[src/rtl/arcrypt_pkg.sv]
`default_nettype none
// ============================================================================
// Module      : arcrypt_pkg
// Description : Shared widths, FIFO entry type and Control op-code constants
//               for the arithmetic crypto core and its result buffer.
// Revision    : 1.0 - initial release
// ============================================================================
package arcrypt_pkg;

    localparam int OP_W   = 4;
    localparam int DATA_W = 8;

    // One buffered result: op tag in the upper bits, core result below.
    typedef struct packed {
        logic [OP_W-1:0]   op;
        logic [DATA_W-1:0] data;
    } arcrypt_entry_t;

    // Control op codes understood by the core.
    localparam logic [OP_W-1:0] OP_ADD    = 4'h0;
    localparam logic [OP_W-1:0] OP_SUB    = 4'h1;
    localparam logic [OP_W-1:0] OP_MUL    = 4'h2;
    localparam logic [OP_W-1:0] OP_XOR    = 4'h3;
    localparam logic [OP_W-1:0] OP_AND    = 4'h4;
    localparam logic [OP_W-1:0] OP_OR     = 4'h5;
    localparam logic [OP_W-1:0] OP_ROTL   = 4'h6;
    localparam logic [OP_W-1:0] OP_ROTR   = 4'h7;
    localparam logic [OP_W-1:0] OP_MODADD = 4'h8;
    localparam logic [OP_W-1:0] OP_MODMUL = 4'h9;

endpackage : arcrypt_pkg
`default_nettype wire

[src/rtl/arcrypt_issue_delay.sv]
`default_nettype none
// ============================================================================
// Module      : arcrypt_issue_delay
// Description : CORE_LATENCY-stage {valid, op} shift pipeline that follows
//               each issued operation through the core pipeline.
//               Stage 0 loads the input every cycle; there are no stalls.
// Ports       : clk, rst        - clock, synchronous active-high clear
//               in_valid/in_op  - issue strobe and op tag entering stage 0
//               last_valid/op   - contents of the final stage
// Revision    : 1.0 - initial release
// ============================================================================
module arcrypt_issue_delay
    import arcrypt_pkg::*;
#(
    parameter int CORE_LATENCY = 2
) (
    input  logic            clk,
    input  logic            rst,
    input  logic            in_valid,
    input  logic [OP_W-1:0] in_op,
    output logic            last_valid,
    output logic [OP_W-1:0] last_op
);

    logic [CORE_LATENCY-1:0] r_valid;
    logic [OP_W-1:0]         r_op [CORE_LATENCY];

    always_ff @(posedge clk) begin
        if (rst) begin
            r_valid <= '0;
            for (int i = 0; i < CORE_LATENCY; i++) begin
                r_op[i] <= '0;
            end
        end else begin
            r_valid[0] <= in_valid;
            r_op[0]    <= in_op;
            // Loop is empty when CORE_LATENCY == 1.
            for (int i = 1; i < CORE_LATENCY; i++) begin
                r_valid[i] <= r_valid[i-1];
                r_op[i]    <= r_op[i-1];
            end
        end
    end

    assign last_valid = r_valid[CORE_LATENCY-1];
    assign last_op    = r_op[CORE_LATENCY-1];

endmodule : arcrypt_issue_delay
`default_nettype wire

[src/rtl/arcrypt_result_buffer.sv]
`default_nettype none
// ============================================================================
// Module      : arcrypt_result_buffer
// Description : Captures the crypto core result CORE_LATENCY cycles after
//               each issue and queues {op, result} in a first-word-fall-
//               through FIFO drained by a valid/ready consumer.
// Ports       : CLK, Reset         - clock, synchronous active-high reset
//               issue, issue_op    - issue strobe and op tag
//               core_out           - core result bus
//               out_ready          - consumer accepts the head entry
//               out_valid/data/op  - FIFO head
//               level, full        - occupancy
//               overflow           - sticky drop flag, cleared by ovf_clear
// Revision    : 1.0 - initial release
// ============================================================================
module arcrypt_result_buffer
    import arcrypt_pkg::*;
#(
    parameter int CORE_LATENCY = 2,
    parameter int DEPTH        = 4
) (
    input  logic                     CLK,
    input  logic                     Reset,
    input  logic                     issue,
    input  logic [OP_W-1:0]          issue_op,
    input  logic [DATA_W-1:0]        core_out,
    input  logic                     out_ready,
    output logic                     out_valid,
    output logic [DATA_W-1:0]        out_data,
    output logic [OP_W-1:0]          out_op,
    output logic [$clog2(DEPTH):0]   level,
    output logic                     full,
    output logic                     overflow,
    input  logic                     ovf_clear
);

    localparam int PTR_W = $clog2(DEPTH);
    localparam int LVL_W = PTR_W + 1;

    logic            w_last_valid;
    logic [OP_W-1:0] w_last_op;

    arcrypt_issue_delay #(
        .CORE_LATENCY (CORE_LATENCY)
    ) u_issue_delay (
        .clk        (CLK),
        .rst        (Reset),
        .in_valid   (issue),
        .in_op      (issue_op),
        .last_valid (w_last_valid),
        .last_op    (w_last_op)
    );

    arcrypt_entry_t   r_mem [DEPTH];
    logic [PTR_W-1:0] r_wr_ptr;
    logic [PTR_W-1:0] r_rd_ptr;
    logic [LVL_W-1:0] r_level;
    logic             r_overflow;

    logic w_full;
    logic w_pop;
    logic w_wr_en;
    logic w_drop;

    assign w_full  = (r_level == LVL_W'(DEPTH));
    // Pop is qualified by non-empty, so a write into an empty FIFO is never
    // popped in the same cycle.
    assign w_pop   = (r_level != '0) && out_ready;
    // A full FIFO still takes the write when the head leaves this cycle.
    assign w_wr_en = w_last_valid && (!w_full || w_pop);
    assign w_drop  = w_last_valid && w_full && !w_pop;

    always_ff @(posedge CLK) begin
        if (w_wr_en && !Reset) begin
            r_mem[r_wr_ptr] <= '{op: w_last_op, data: core_out};
        end
    end

    always_ff @(posedge CLK) begin
        if (Reset) begin
            r_wr_ptr   <= '0;
            r_rd_ptr   <= '0;
            r_level    <= '0;
            r_overflow <= 1'b0;
        end else begin
            if (w_wr_en) begin
                r_wr_ptr <= r_wr_ptr + PTR_W'(1);
            end
            if (w_pop) begin
                r_rd_ptr <= r_rd_ptr + PTR_W'(1);
            end
            case ({w_wr_en, w_pop})
                2'b10:   r_level <= r_level + LVL_W'(1);
                2'b01:   r_level <= r_level - LVL_W'(1);
                default: r_level <= r_level;
            endcase
            // A new drop takes priority over a clear in the same cycle.
            if (w_drop) begin
                r_overflow <= 1'b1;
            end else if (ovf_clear) begin
                r_overflow <= 1'b0;
            end
        end
    end

    assign out_valid = (r_level != '0);
    assign out_data  = r_mem[r_rd_ptr].data;
    assign out_op    = r_mem[r_rd_ptr].op;
    assign level     = r_level;
    assign full      = w_full;
    assign overflow  = r_overflow;

endmodule : arcrypt_result_buffer
`default_nettype wire

[config.mk]
export PLATFORM = sky130hd
export DESIGN_NAME = arcrypt_result_buffer
export DESIGN_NICKNAME = d
export VERILOG_FILES = /design/src/rtl/arcrypt_pkg.sv /design/src/rtl/arcrypt_issue_delay.sv /design/src/rtl/arcrypt_result_buffer.sv
export SDC_FILE = /design/constraint.sdc
export NUM_CORES = 1
export LEC_CHECK = 0
export CAP_MARGIN = 20
export CORE_ASPECT_RATIO = 1.2
export CORE_MARGIN = 3
export CORE_UTILIZATION = 52
export CTS_CLUSTER_SIZE = 14
export DETAILED_ROUTE_END_ITERATION = 16
export GPL_TIMING_DRIVEN = 0
export PLACE_DENSITY_LB_ADDON = 0.05
export SYNTH_ARGS = -nofsm -noshare
export SYNTH_HDL_FRONTEND = slang
export SYNTH_SLANG_ARGS = --single-unit
[constraint.sdc]
create_clock -name CLK -period 2.2 [get_ports CLK]
set_input_delay 0.44 -clock CLK [delete_from_list [all_inputs] [get_ports CLK]]
set_output_delay 0.44 -clock CLK [all_outputs]
set_load 0.05 [all_outputs]
==> results of run 1 <==
## power by group through the flow
stage / Sequential, mW / Combinational (mW) / Clock (mW)
after floorplan: 1.42 / 0.0977 / 0
after global placement: 1.42 / 0.164 / 0
after detailed placement: 1.42 / 0.169 / 0
after CTS: 1.39 / 0.165 / 1.07
after global routing: 1.40 / 0.173 / 1.13
final: 1.39 / 0.160 / 1.04
## layer usage
layer  share of wire, %  track usage [%]  routed length (um)  vias to the layer above
li1                   -                -                   -                      661
met1                 39             15.6                1570                      702
met2                 54             26.1                2180                       35
met3                5.6             6.02                 224                        4
met4                1.0             7.52                  40                        0
met5                  0                0                   0                        -
## through the flow
step,util [%],total power [mW]
6_report,67.6,2.60
2_1_floorplan,-,1.52
3_3_place_gp,64.1,1.58
4_1_cts,68.9,2.63
5_1_grt,67.6,2.70
3_5_place_dp,64.1,1.59
## worst paths after layout
| path | start | slack (ns) | cells past startpoint | end |
|---|---|---|---|---|
| min | u_issue_delay.r_op[0][0]$_SDFF_PP0_ | 0.44 | 1 | u_issue_delay.r_op[0][4]$_SDFF_PP0_ |
| min reg2reg | u_issue_delay.r_op[0][0]$_SDFF_PP0_ | 0.44 | 1 | u_issue_delay.r_op[0][4]$_SDFF_PP0_ |
| max reg2reg | level[0]$_SDFFE_PP0P_ | 0.21 | 7 | level[1]$_SDFFE_PP0P_ |
| max | level[0]$_SDFFE_PP0P_ | 0.11 | 4 | full |
## layout by cell type (no fill, tap or decap), types with 2 or more instances in the layout
| cell | instances |
|---|---|
| o31ai_1 | 2 |
| and2_1 | 5 |
| mux4_2 | 12 |
| ha_1 | 4 |
| clkbuf_8 | 10 |
| dfxtp_1 | 17 |
| dlygate4sd2_1 | 5 |
| clkbuf_1 | 4 |
| edfxtp_1 | 48 |
| buf_6 | 2 |
| a21oi_1 | 3 |
| nand3_1 | 3 |
| xor2_1 | 4 |
| buf_2 | 12 |
| dfxtp_2 | 3 |
| or3_1 | 2 |
| nor2b_1 | 11 |
| o2111ai_1 | 2 |
| inv_1 | 6 |
| nor2_1 | 6 |
| clkdlybuf4s50_1 | 19 |
## worst register-to-register path, delay by kind of cell (launching register included)
kind	cells	cell delay [ns]
adders and majority gates	1	0.45
DFF	1	0.33
buffers and inverters	2	0.25
and+or+nand+nor	2	0.48
AOI/OAI and AO/OA	2	0.39
## cell type report
cell class	instances	area [um^2]	share of cell area, %
Clock buffer	13	170	5.32
Timing Repair Buffer	34	284	8.88
Sequential cell	68	1850	57.7
Buffer	8	62.6	1.96
Inverter	6	22.5	0.704
Tap cell	58	72.6	2.27
Clock inverter	3	42.5	1.33
Multi-Input combinational cell	70	699	21.9
## repair_timing
item / 4_1_cts / 5_1_grt
setup endpoints to repair: 15 / 12
gates resized for setup: 37 / 22
pin swaps: 0 / 0
## logic make-up (layout without fill, tap and decap cells)
kind of cell / after synthesis / count (layout) / synth area share [%]
AO/OA/AOI/OAI: 14 / 14 / 3.69
XOR/XNOR: 4 / 4 / 1.34
adder cells (fa/ha/maj): 5 / 5 / 2.68
buffers and inverters: 14 / 64 / 2.92
flip-flops: 68 / 68 / 70.5
multiplexers: 12 / 12 / 10.3
AND/OR/NAND/NOR: 35 / 35 / 8.53
## flip-flops by register name, indices dropped and copies added (netlist names), named ones only
register,cells
level,3
overflow,1
r_mem,48
r_rd_ptr,2
u_issue_delay.r_op,8
u_issue_delay.r_valid,2
r_wr_ptr,2
==> impl_metrics.csv, run 1 <==
group,metric,value,unit
outcome,status,"finished clean",
place,dp_cells,244,
power,sw_frac_of_total,20.0,%
setup_path,path_class,"flop to primary output",
place,place_area,0.00303,mm^2
grt,grt_max_degree,13,
clock_network,cts_max_level,3,
route,vias,1402,
synthesis,netlist_area,0.00261,mm^2
grt,grt_usage,15.1,%
power,p_leak,1.12,nW
power,p_per_area,812,mW/mm^2
cells_and_area,insertedDiodeCount,0,
cells_and_area,fillers,346,
setup_path,critPathMaxStageDelay,0.52,ns
synthesis,synth_cell_types,34,
clock_network,cts_buffers,9,
min_path,holdCritPathClass,"flop to flop",
power,pwr-share-comb,6.2,%
floorplan,core,0.00473,mm^2
cells_and_area,final_cells,260,
setup_path,endpoint_kind,"primary output",
synthesis,ys.flop_type,"edfxtp_1",
synthesis,yosys_warnings,0,
synthesis,ys_top_cells_by_area,"edfxtp_1 55%, dfxtp_1 15%, mux4_2 10%",
place,dp_slack,-0.252,ns
floorplan,start_util,55.2,%
synthesis,synth.most_common_cell,"edfxtp_1",
grt,grt_pass1_wl,6730,um
floorplan,die_w,70.7,um
power,ir_drop,0.444,mV
job,cap_violations,0,
setup_path,arrival,1.65,ns
setup_path,setup.worst_path.start_class,"flop",
clock_network,cts.hold.buffers_added,0,
synthesis,synth_commonest_cells,"48 x edfxtp_1, 20 x dfxtp_1, 12 x mux4_2, 11 x nor2b_1",
timing,fmax,0.478,GHz
route,drtAntennaViolNets,0,
place,port_buffers,34,
floorplan,die_area,0.00591,mm^2
synthesis,seq_area_frac_synth,70.5,%
cells_and_area,drive_above_1_share,24.3,%
setup_path,worst-path-buf-inv,2,
clock_network,cts_buffer_depth,2,
power,p_int,2.08,mW
clock_network,cts.sinks,68,
timing,finalSetupViolations,0,
clock_network,cts_root_buf,"clkbuf_8",
timing,worst_slew_pin_slew,0.619,ns
route,drt_wl_total,4010,um
timing,rsz0062_at_grt,"false",
timing,max_slew_margin,58.7,%
floorplan,io_pins,35,
clock_network,clk_pin_slew_worst_paths,0.07,ns
synthesis,synth_edf_count,48,
timing,hold_slack,0.440,ns
grt,grt_pass1_vias,1473,
route,route.detailed.drc,0,
setup_path,cp_max_fo,9,
clock_network,post_cts_buffers,0,
timing,fin_crit_sh,95.1,%
synthesis,syn_nets,174,
timing,finalMaxSlewViolations,0,
synthesis,synth_seq_cells,68,
cells_and_area,nets,219,
power,clockPowerShare,40.2,%
power,p_switching,521,uW
route,avgRoutedWirePerCell,15.4,um
clock_network,cts_tree,"built",
timing,period_minus_slack,2.09,ns
timing,setup_slack,0.108,ns
synthesis,synth.top_cell.area_share,55.2,%
timing,finClkSkew,0.00500,ns
place,dp_hpwl,2700,um
route,first_pass_iters,5,
synthesis,avgSynthCellArea,17.2,um^2
setup_path,critPathTopFamily,"buffers and inverters",
synthesis,synthArstFlopShare,0,%
clock_network,clock_latency,0.33,ns
grt,antenna_found_initial,0,
synthesis,synth_top_area_cell,"edfxtp_1",
setup_path,required,1.76,ns
route,viasPerCell,5.39,
timing,setup_tns,0,ns
place,routabilityCongestion,0.705,
floorplan,rows,27,
route,drtIter0Drc,87,
cells_and_area,fin_area,0.00320,mm^2
setup_path,critPathSlowestCell,"dlygate4sd2_1",
synthesis,synth_cells,152,
grt,gr-total-overflow,0,
timing,final-hold-violation-count,0,
cells_and_area,area_delta_synth_final,22.5,%
power,pwr-share-seq,53.7,%
floorplan,dieHeight,83.6,um
setup_path,path_cells,"buf_2, nor2_2, and2_1, dlygate4sd2_1",
Note: power is estimated with default switching activity, not from simulation.
==> run 2, diff against run 1 <==
--- a/config.mk
+++ b/config.mk
@@ -5,6 +5,7 @@
 export SDC_FILE = /design/constraint.sdc
 export NUM_CORES = 1
 export LEC_CHECK = 0
+export ABC_AREA = 1
 export CAP_MARGIN = 20
 export CORE_ASPECT_RATIO = 1.2
 export CORE_MARGIN = 3
==> run 2 against run 1 <==
Compared with the run above: hold slack got worse by 0.035 ns; via count rose by 20%; sequential power rose by 6%; fmax rose by 1.5%; combinational power rose to 6.7 times the previous value; worst setup slack improved by 0.031 ns; critical path depth rose by 1; clock skew rose by 0.0026 ns; register-to-register slack improved by 0.13 ns; count of clock-buffer cells in the layout rose by 1; core utilization rose by 0.25 points; routed wire length rose by 17%; largest power group unchanged; highest routed layer unchanged.
==> impl_metrics.csv, run 2 <==
group,metric,value,unit
setup_path,cp_max_fo,10,
synthesis,seq_area_frac_synth,70.7,%
place,dp_hpwl,3090,um
grt,grt_pass1_wl,7700,um
floorplan,start_util,55.5,%
synthesis,synth.most_common_cell,"edfxtp_1",
route,viasPerCell,5.09,
setup_path,arrival,1.62,ns
setup_path,reg2reg_slack,0.34,ns
floorplan,rows,27,
timing,rsz0062_at_grt,"false",
setup_path,path_cells,"inv_1, buf_2, o21ai_0, o22ai_1, buf_2",
power,p_leak,1.21,nW
timing,max_slew_margin,66.8,%
power,p_switching,1.23,mW
clock_network,cts_buffers,9,
clock_network,clk_pin_slew_worst_paths,0.06,ns
clock_network,clock_latency,0.33,ns
min_path,min_from,"u_issue_delay.r_valid[0]$_SDFF_PP0_",
clock_network,cts_root_buf,"clkbuf_8",
route,route.detailed.drc,0,
cells_and_area,final_cell_mix,"48 x edfxtp_1, 37 x nor2_1, 25 x inv_1",
power,p_per_area,1070,mW/mm^2
outcome,status,"finished clean",
timing,fmax,0.485,GHz
power,pwr-share-comb,31.7,%
place,routabilityCongestion,0.750,
setup_path,path_depth,5,
timing,worst_slew_pin_slew,0.496,ns
synthesis,synthArstFlopShare,0,%
grt,gr-total-overflow,0,
floorplan,dieHeight,83.5,um
synthesis,synth_seq_cells,68,
power,p_int,2.17,mW
timing,period_minus_slack,2.06,ns
synthesis,syn_nets,240,
clock_network,cts_max_level,3,
clock_network,cts_tree,"built",
timing,finClkSkew,0.00759,ns
cells_and_area,layout_commonest_cell,"edfxtp_1",
cells_and_area,fin_area,0.00319,mm^2
route,first_pass_iters,5,
min_path,min_path_cells,2,
synthesis,synth_commonest_cells,"48 x edfxtp_1, 40 x nor2_1, 25 x inv_1, 24 x o21ai_0, 20 x dfxtp_1",
cells_and_area,multi_input_area,637,um^2
timing,setup_slack,0.139,ns
setup_path,reg2reg_from,"level[1]$_SDFFE_PP0P_",
grt,grt_usage,17.4,%
route,drt_wl_total,4710,um
synthesis,synth.top_cell.area_share,55.3,%
setup_path,worst-path-buf-inv,3,
synthesis,synth_cells,218,
timing,finalSetupViolations,0,
power,sw_frac_of_total,36.3,%
clock_network,post_cts_buffers,0,
grt,grt_pass1_vias,1678,
setup_path,r2r-end,"r_mem[0][3]$_DFFE_PP_",
floorplan,die_area,0.00590,mm^2
floorplan,io_pins,35,
setup_path,ff2ff_path_depth,7,
route,vias,1679,
setup_path,critPathMaxStageDelay,0.35,ns
min_path,hold_path_end,"u_issue_delay.r_valid[1]$_SDFF_PP0_",
timing,finalMaxSlewViolations,0,
synthesis,synth_cell_types,23,
synthesis,avgSynthCellArea,11.9,um^2
route,drtAntennaViolNets,0,
place,port_buffers,34,
synthesis,synth_edf_count,48,
setup_path,critPathTopFamily,"buffers and inverters",
cells_and_area,insertedDiodeCount,0,
power,clockPowerShare,25.0,%
synthesis,ys.flop_type,"edfxtp_1",
power,ir_drop,0.793,mV
setup_path,setup.worst_path.start_class,"flop",
setup_path,crit_top_cell,"buf_2",
power,pwr-share-seq,43.4,%
route,avgRoutedWirePerCell,14.3,um
setup_path,critPathSlowestCell,"dfxtp_2",
clock_network,cts_buffer_depth,2,
clock_network,cts_resized,56,
cells_and_area,area_delta_synth_final,22.4,%
synthesis,netlist_area,0.00260,mm^2
place,place_area,0.00304,mm^2
setup_path,path_class,"flop to primary output",
cells_and_area,largest_register,"r_mem",
grt,grt_max_degree,13,
cells_and_area,fillers,368,
cells_and_area,ff_latch_area,0.00184,mm^2
synthesis,ys_top_cells_by_area,"edfxtp_1 55%, dfxtp_1 15%, nor2_1 5.8%",
floorplan,core,0.00470,mm^2
place,dp_slack,-0.476,ns
setup_path,required,1.76,ns
cells_and_area,largest_reg_flops,48,
clock_network,cts.hold.buffers_added,0,
synthesis,yosys_warnings,0,
grt,antenna_found_initial,0,
route,drtIter0Drc,75,
min_path,holdCritPathClass,"flop to flop",
synthesis,synth_top_area_cell,"edfxtp_1",
timing,final-hold-violation-count,0,
cells_and_area,nets,289,
job,cap_violations,0,
clock_network,cts.sinks,68,
cells_and_area,drive_above_1_share,19.5,%
setup_path,endpoint_kind,"primary output",
floorplan,die_w,70.6,um
timing,fin_crit_sh,93.7,%
[run 2: cell types whose count changed in the layout (fill, tap and decap cells not counted), sizes merged, moves of 12 or more]
cell / change
o22ai: +12
nor2: +34
mux4: -12
o21ai: +27
inv: +22
[run 2: how the worst max path moves through the flow]
| stage | start | to |
|---|---|---|
| after floorplan | level[0]$_SDFFE_PP0P_ | r_mem[0][0]$_DFFE_PP_ |
| after global placement | Reset | r_mem[3][5]$_DFFE_PP_ |
| after detailed placement | Reset | r_mem[1][5]$_DFFE_PP_ |
| after CTS | Reset | r_mem[1][3]$_DFFE_PP_ |
| after global routing | flop | out_op[1] |
| final | flop | out_op[3] |
[run 2: logic make-up after synthesis]
group | share of synthesized area (%)
buffers and inverters | 5.14
AND/OR/NAND/NOR | 10.4
adder cells (fa/ha/maj) | 2.69
AO/OA/AOI/OAI | 11.0
flip-flops | 70.7
[run 2: power by group through the flow]
stage	logic, mW	registers, mW	clock network (mW)
final	1.08	1.48	0.849
after global routing	1.16	1.48	0.916
after CTS	1.11	1.48	0.864
after detailed placement	1.15	1.50	0
after global placement	1.14	1.50	0
after floorplan	0.724	1.56	0
[run 2: final cells by class]
cell class,instances,area share [%]
flip-flops and latches,68,57.8
multi-input cells,115,20.0
plain buffers,7,1.14
repair buffers,38,10.4
clock inverters,2,0.314
clock buffers,14,4.79
well taps,58,2.28
inverters,28,3.30
[run 2: stage by stage]
stage          TNS [ns]  std cells  power [mW]  util (%)  hold slack (ns)
2_1_floorplan         0        218        2.28         -            0.388
3_3_place_gp     -26.20        310        2.64      64.3            0.392
3_5_place_dp     -17.81        312        2.66      64.7            0.395
4_1_cts           -2.74        328        3.45      67.7            0.404
5_1_grt               0        330        3.56      67.9            0.417
6_report              0        330        3.40      67.9            0.405
[run 2: tightest hold or removal path: stages (launching register included)]
cell	delay, ns
dfxtp_1	0.30
inv_1	0.04
nor2_1	0.03
[run 2: routing by layer]
metal | GRT usage [%] | wire (um)
met5 | 0 | 0
met4 | 8.21 | 67
met3 | 4.70 | 179
met2 | 28.6 | 2340
met1 | 21.0 | 2130
==> RTL edit 1, RTL diff (config.mk and constraints of run 1) <==
Set the package constant `DATA_W` to 10 (it was 8).
--- a/src/rtl/arcrypt_pkg.sv
+++ b/src/rtl/arcrypt_pkg.sv
@@ -8,7 +8,7 @@
 package arcrypt_pkg;
 
     localparam int OP_W   = 4;
-    localparam int DATA_W = 8;
+    localparam int DATA_W = 10;
 
     // One buffered result: op tag in the upper bits, core result below.
     typedef struct packed {
Ports: changed (resized core_out and out_data); port bits go from 35 to 39. No check against the original RTL was run, so the function may have changed too.
==> RTL edit 1 against run 1 <==
  * Combinational power is 17% higher
  * Fmax fell by 1.2%
  * Cell area increased by 12%
  * Power increased by 9.4%
  * Synthesized cell count is 7.2% higher
  * Global-route usage is 0.90 points higher
  * Worst setup slack lost 0.026 ns
  * Routed wire length increased by 20%
  * First-iteration DRC count is 24% higher
  * Sequential cell count grew 8
  * Count of clock-buffer cells in the layout is 1 lower
  * Area after synthesis grew 11%
  * Clock skew grew 0.0025 ns
==> RTL edit 1: results (changes against run 1) <==
outcome finished clean; Worst Clk Skew 0.00754 ns (+0.00253 ns); Pre-antenna DRT Iters 4 (-1); max incr delay on CP 0.50 ns (-0.02 ns); Avg Vias per Cell 5.50 (+2.0%); Async S/R FF share, synth 0% (unchanged); Peak supply drop 0.000460 V (+3.6%); library cells used by synthesis 33 (-2.9%); Final GP Congestion 0.717 (+1.7%); WL/cell 17.2 um (+11%); maximum fanout along the worst path 6 (-3); top cells by count, synth 56 x edfxtp_1, 20 x dfxtp_1, 14 x mux4_2; number of flip-flops under the largest register name 56 (+17%); worst hold path endpoint u_issue_delay.r_op[0][6]$_SDFF_PP0_; largest cells by area after synthesis edfxtp_1 58%, dfxtp_1 14%, mux4_2 11%; start point of the worst hold path u_issue_delay.r_op[0][2]$_SDFF_PP0_; pin count of the biggest net entering global routing 15 (+2); EDFF count, synth 56 (+17%); count of buffers inserted at the top-level ports 38 (+12%); post-layout net count 238 (+8.7%); Static Leak 1.25 nW (+11%); vias in the first global route 1,546 (+5.0%); wire length of the first global-routing pass 7.60 mm (+13%); combined global-route utilization of all metal layers 16.0% (+0.90 points); post-detailed-routing wire length 4.83 mm (+20%); design internal power 2.25 mW (+8.5%); clock latency reported for the late side of the worst-skew pair 0.33 ns (about the same); sequential element share of the synthesized area 71.5% (+0.98 points); fraction of final layout cells with drive strength greater than 1 26.5% (+2.2 points); Critical-path top delay cell mux4_2; detailed-routed wire length on met3 274 um (+22%); arrival time reported for the critical path endpoint 1.68 ns (+0.03 ns); warning count from the yosys run 0 (unchanged); violation count after the first detailed-routing iteration 108 (+24%); Max-slew headroom 47.8% (-11 points); Avg Synthesized Cell Area 17.9 um2 (+4.0%); Final HPWL DP 3.00 mm (+11%); TritonCTS Buffers 9 (unchanged); minimum hold slack 0.442 ns (+0.00169 ns); Met1 Wirelength 2.06 mm (+31%); met2 wire length 2.41 mm (+11%); Worst R2R Setup Slack 0.15 ns (-0.06 ns); # placed instances 263 (+7.8%); Setup WS pre-CTS -0.265 ns (-0.0125 ns); Post-Syn Nets 187 (+7.5%)
## RTL edit 1: timing repair
| action | in CTS | in global routing |
|---|---|---|
| pin swaps | 0 | 0 |
| resized for setup | 60 | 12 |
| endpoints found under the setup margin | 17 | 14 |
| cloned | 0 | 1 |
| buffers inserted | 0 | 1 |
## RTL edit 1: cells by family (layout without fill, tap and decap cells)
kind of cell    Yosys count  in the layout  share of synthesized area, %
fa+ha+maj                 5              5                          2.41
mux                      14             14                          10.8
buf+inv                  15             71                          2.83
compound gates           14             14                          3.31
simple gates             35             35                          7.95
xor+xnor                  4              4                          1.20
flops                    76             76                          71.5
## RTL edit 1: metrics by stage
step | util (%) | area (um2) | power (mW)
after detailed placement | 62.9 | 3380 | 1.78
after floorplan | - | 2920 | 1.70
after global routing | 66.4 | 3570 | 2.94
final | 66.4 | 3570 | 2.84
after global placement | 62.9 | 3380 | 1.77
after CTS | 65.9 | 3540 | 2.86
## RTL edit 1: worst max path at each step
stage	startpoint	end	slack, ns	cells after the start
3_5_place_dp	out_ready	r_mem[0][3]$_DFFE_PP_	-0.26	4
4_1_cts	flip-flop	out_data[5]	0.0005	3
2_1_floorplan	level[1]$_SDFFE_PP0P_	level[1]$_SDFFE_PP0P_	0.008	6
5_1_grt	flip-flop	out_data[9]	-0.005	3
3_3_place_gp	flip-flop	out_op[0]	-0.20	4
6_report	flip-flop	out_op[0]	0.08	4
## RTL edit 1: cell type report
type / instances / area, um2
flip-flops and latches: 76 / 2080
multi-input cells: 72 / 753
clock buffers: 12 / 166
inverters: 6 / 22.5
fillers: 412 / 1800
plain buffers: 9 / 75.1
clock inverters: 4 / 45.0
repair buffers: 40 / 344
well taps: 62 / 77.6
## RTL edit 1: routing by layer
metal	global-route usage, %	up-vias
li1	-	722
met1	19.6	776
met2	25.8	40
met3	6.20	8
met4	5.99	0
met5	0	-
## RTL edit 1: worst register-to-register path, cell delays in order, from the launching register on
cell       delay, ns
dfxtp_2         0.32
buf_2           0.18
or3_4           0.38
nand3_1         0.11
fa_1            0.44
inv_1           0.08
o2111ai_1       0.14
a221oi_1        0.31
## RTL edit 1: power by group through the flow
| stage | Combinational [mW] | Clock [mW] | Sequential (mW) |
|---|---|---|---|
| 4_1_cts | 0.182 | 1.12 | 1.56 |
| 2_1_floorplan | 0.110 | 0 | 1.60 |
| 6_report | 0.188 | 1.09 | 1.56 |
| 3_5_place_dp | 0.190 | 0 | 1.59 |
| 3_3_place_gp | 0.184 | 0 | 1.59 |
| 5_1_grt | 0.201 | 1.18 | 1.56 |
==> RTL edit 2, RTL diff (flow settings as in run 1) <==
Made on the original files. Register the output `overflow` once more; this adds one clock of latency there. The other outputs are not delayed to match.
--- a/src/rtl/arcrypt_result_buffer.sv
+++ b/src/rtl/arcrypt_result_buffer.sv
@@ -108,7 +108,9 @@
     assign out_op    = r_mem[r_rd_ptr].op;
     assign level     = r_level;
     assign full      = w_full;
-    assign overflow  = r_overflow;
+    always_ff @(posedge CLK) begin
+        overflow <= r_overflow;
+    end
 
 endmodule : arcrypt_result_buffer
 `default_nettype wire
Check against the original RTL: not equivalent (Yosys sat finds a counterexample within 10 cycles, from zero or initial values and one cycle with Reset high).
==> RTL edit 2 against run 1 <==
  * Clock power is 12% higher
  * Cell count unchanged
  * Sequential cell count up 1
  * Routed wire length up 4.2%
  * Area after synthesis is 0.77% higher
  * Via count shrank 0.29%
  * Clock skew rose by 0.0022 ns
  * Die area rose by 0.70%
  * Non-clock buffer count stayed put
  * Worst setup slack better by 0.0074 ns
  * Count of clock-buffer cells in the layout is 4 lower
  * Cell area up 1.1%
  * Power increased by 5.0%
  * Highest routed layer unchanged
==> RTL edit 2: results (changes against run 1) <==
outcome finished clean; register with the most flip-flops r_mem; post-layout net count 220 (+0.46%); Core Util, Final 68.4% (+0.71 points); Static Leak 1.14 nW (+1.6%); TritonCTS Buffers 9 (unchanged); Worst-path clk slew 0.07 ns (about the same); arrival time reported for the critical path endpoint 1.64 ns; top cells by count, synth 48 x edfxtp_1, 21 x dfxtp_1, 12 x mux4_2; top_reg_cell synth edfxtp_1; start point of the worst hold path r_overflow$_SDFFE_PP0P_; combined global-route utilization of all metal layers 15.8% (+0.67 points); maximum level of the CTS H-tree 3 (unchanged); Top delay family on crit path buffers and inverters; warning count from the yosys run 0 (unchanged); Area after DPL 3050 um2 (+0.66%); post-CTS repair timing setup buffer count 0 (unchanged); Setup WS pre-CTS -0.278 ns (-0.0260 ns); Avg Vias per Cell 5.38 (-0.29%); path category of the worst min-delay check flip-flop to flip-flop; ant diodes 0 (unchanged); violation count after the first detailed-routing iteration 86 (-1.1%); Final GP Congestion 0.735 (+4.2%); Peak supply drop 0.000694 V (+56%); Critical-path top delay cell dlygate4sd2_1; library cells used by synthesis 34 (unchanged); Final HPWL DP 2.84 mm (+5.3%); number of fill cells 354 (+2.3%); Pre-antenna DRT Iters 4 (-1); max incr delay on CP 0.43 ns (-0.09 ns); Worst Clk Skew 0.00718 ns (+0.00217 ns); vias in the first global route 1,470 (-0.20%); count of buffers inserted at the top-level ports 34 (unchanged); Post-Syn Nets 175 (+0.57%); Root Driver clkbuf_8; largest cells by area after synthesis edfxtp_1 55%, dfxtp_1 16%, mux4_2 10%; fraction of final layout cells with drive strength greater than 1 23.8% (-0.50 points); WL/cell 16.1 um (+4.2%); maximum fanout along the worst path 9 (unchanged); Max-slew headroom 56.9% (-1.8 points); antenna violations before repair 0 (unchanged); number of buffers on the longest clock path 2 (unchanged); wire length of the first global-routing pass 6.98 mm (+3.6%); Crit. Startpoint level[0]$_SDFFE_PP0P_; pin count of the biggest net entering global routing 13 (unchanged); sequential element share of the synthesized area 70.7% (+0.22 points)
-- RTL edit 2: cell count changes in the layout (fill, tap and decap cells not counted) --
cell               run 1  this run
bufinv_16              1         3
clkbuf_1               4         2
clkinv_1               0         2
clkbuf_16              1         0
clkbuf_8              10         9
clkinvlp_4             1         0
dfxtp_1               17        18
-- RTL edit 2: path summary, 6_finish.rpt --
path / endpoint / slack [ns] / cells after the start
max reg2reg: level[1]$_SDFFE_PP0P_ / 0.14 / 7
min reg2reg: overflow$_DFF_P_ / 0.36 / 0
min: overflow$_DFF_P_ / 0.36 / 0
max: out_valid / 0.12 / 3
-- RTL edit 2: layer usage --
metal	GRT usage, %	vias to the layer above	wire length [um]
met3	3.98	7	187
met4	10.3	0	71
met5	0	-	0
li1	-	665	-
met2	27.5	33	2260
met1	16.5	693	1670
-- RTL edit 2: area by class of cell --
type	instances	area share, %
Buffer	8	1.93
Clock buffer	9	3.83
Clock inverter	6	3.17
Inverter	6	0.697
Multi-Input combinational cell	70	21.6
Sequential cell	69	57.7
Tap cell	58	2.24
Timing Repair Buffer	34	8.78
-- RTL edit 2: cell families after synthesis --
family / after synthesis / synth area share, %
mux: 12 / 10.3
buf+inv: 14 / 2.90
simple gates: 35 / 8.46
xor+xnor: 4 / 1.33
flops: 69 / 70.7
compound gates: 14 / 3.66
fa+ha+maj: 5 / 2.66
-- RTL edit 2: what timing repair did --
| action | in CTS | in global routing |
|---|---|---|
| hold endpoints to repair | 0 | 0 |
| setup endpoints to repair | 15 | 12 |
| gates resized for setup | 37 | 22 |
-- RTL edit 2: through the flow --
| step | cells | power, mW |
|---|---|---|
| floorplan | 153 | 1.54 |
| global placement | 245 | 1.60 |
| detailed placement | 245 | 1.61 |
| CTS | 260 | 2.76 |
| global route | 260 | 2.83 |
| finish | 260 | 2.73 |
-- RTL edit 2: where the power goes --
group / switching (mW) / internal (mW)
Combinational: 0.0903 / 0.0703
Sequential: 0.00907 / 1.40
Clock: 0.420 / 0.736
Total: 0.519 / 2.21
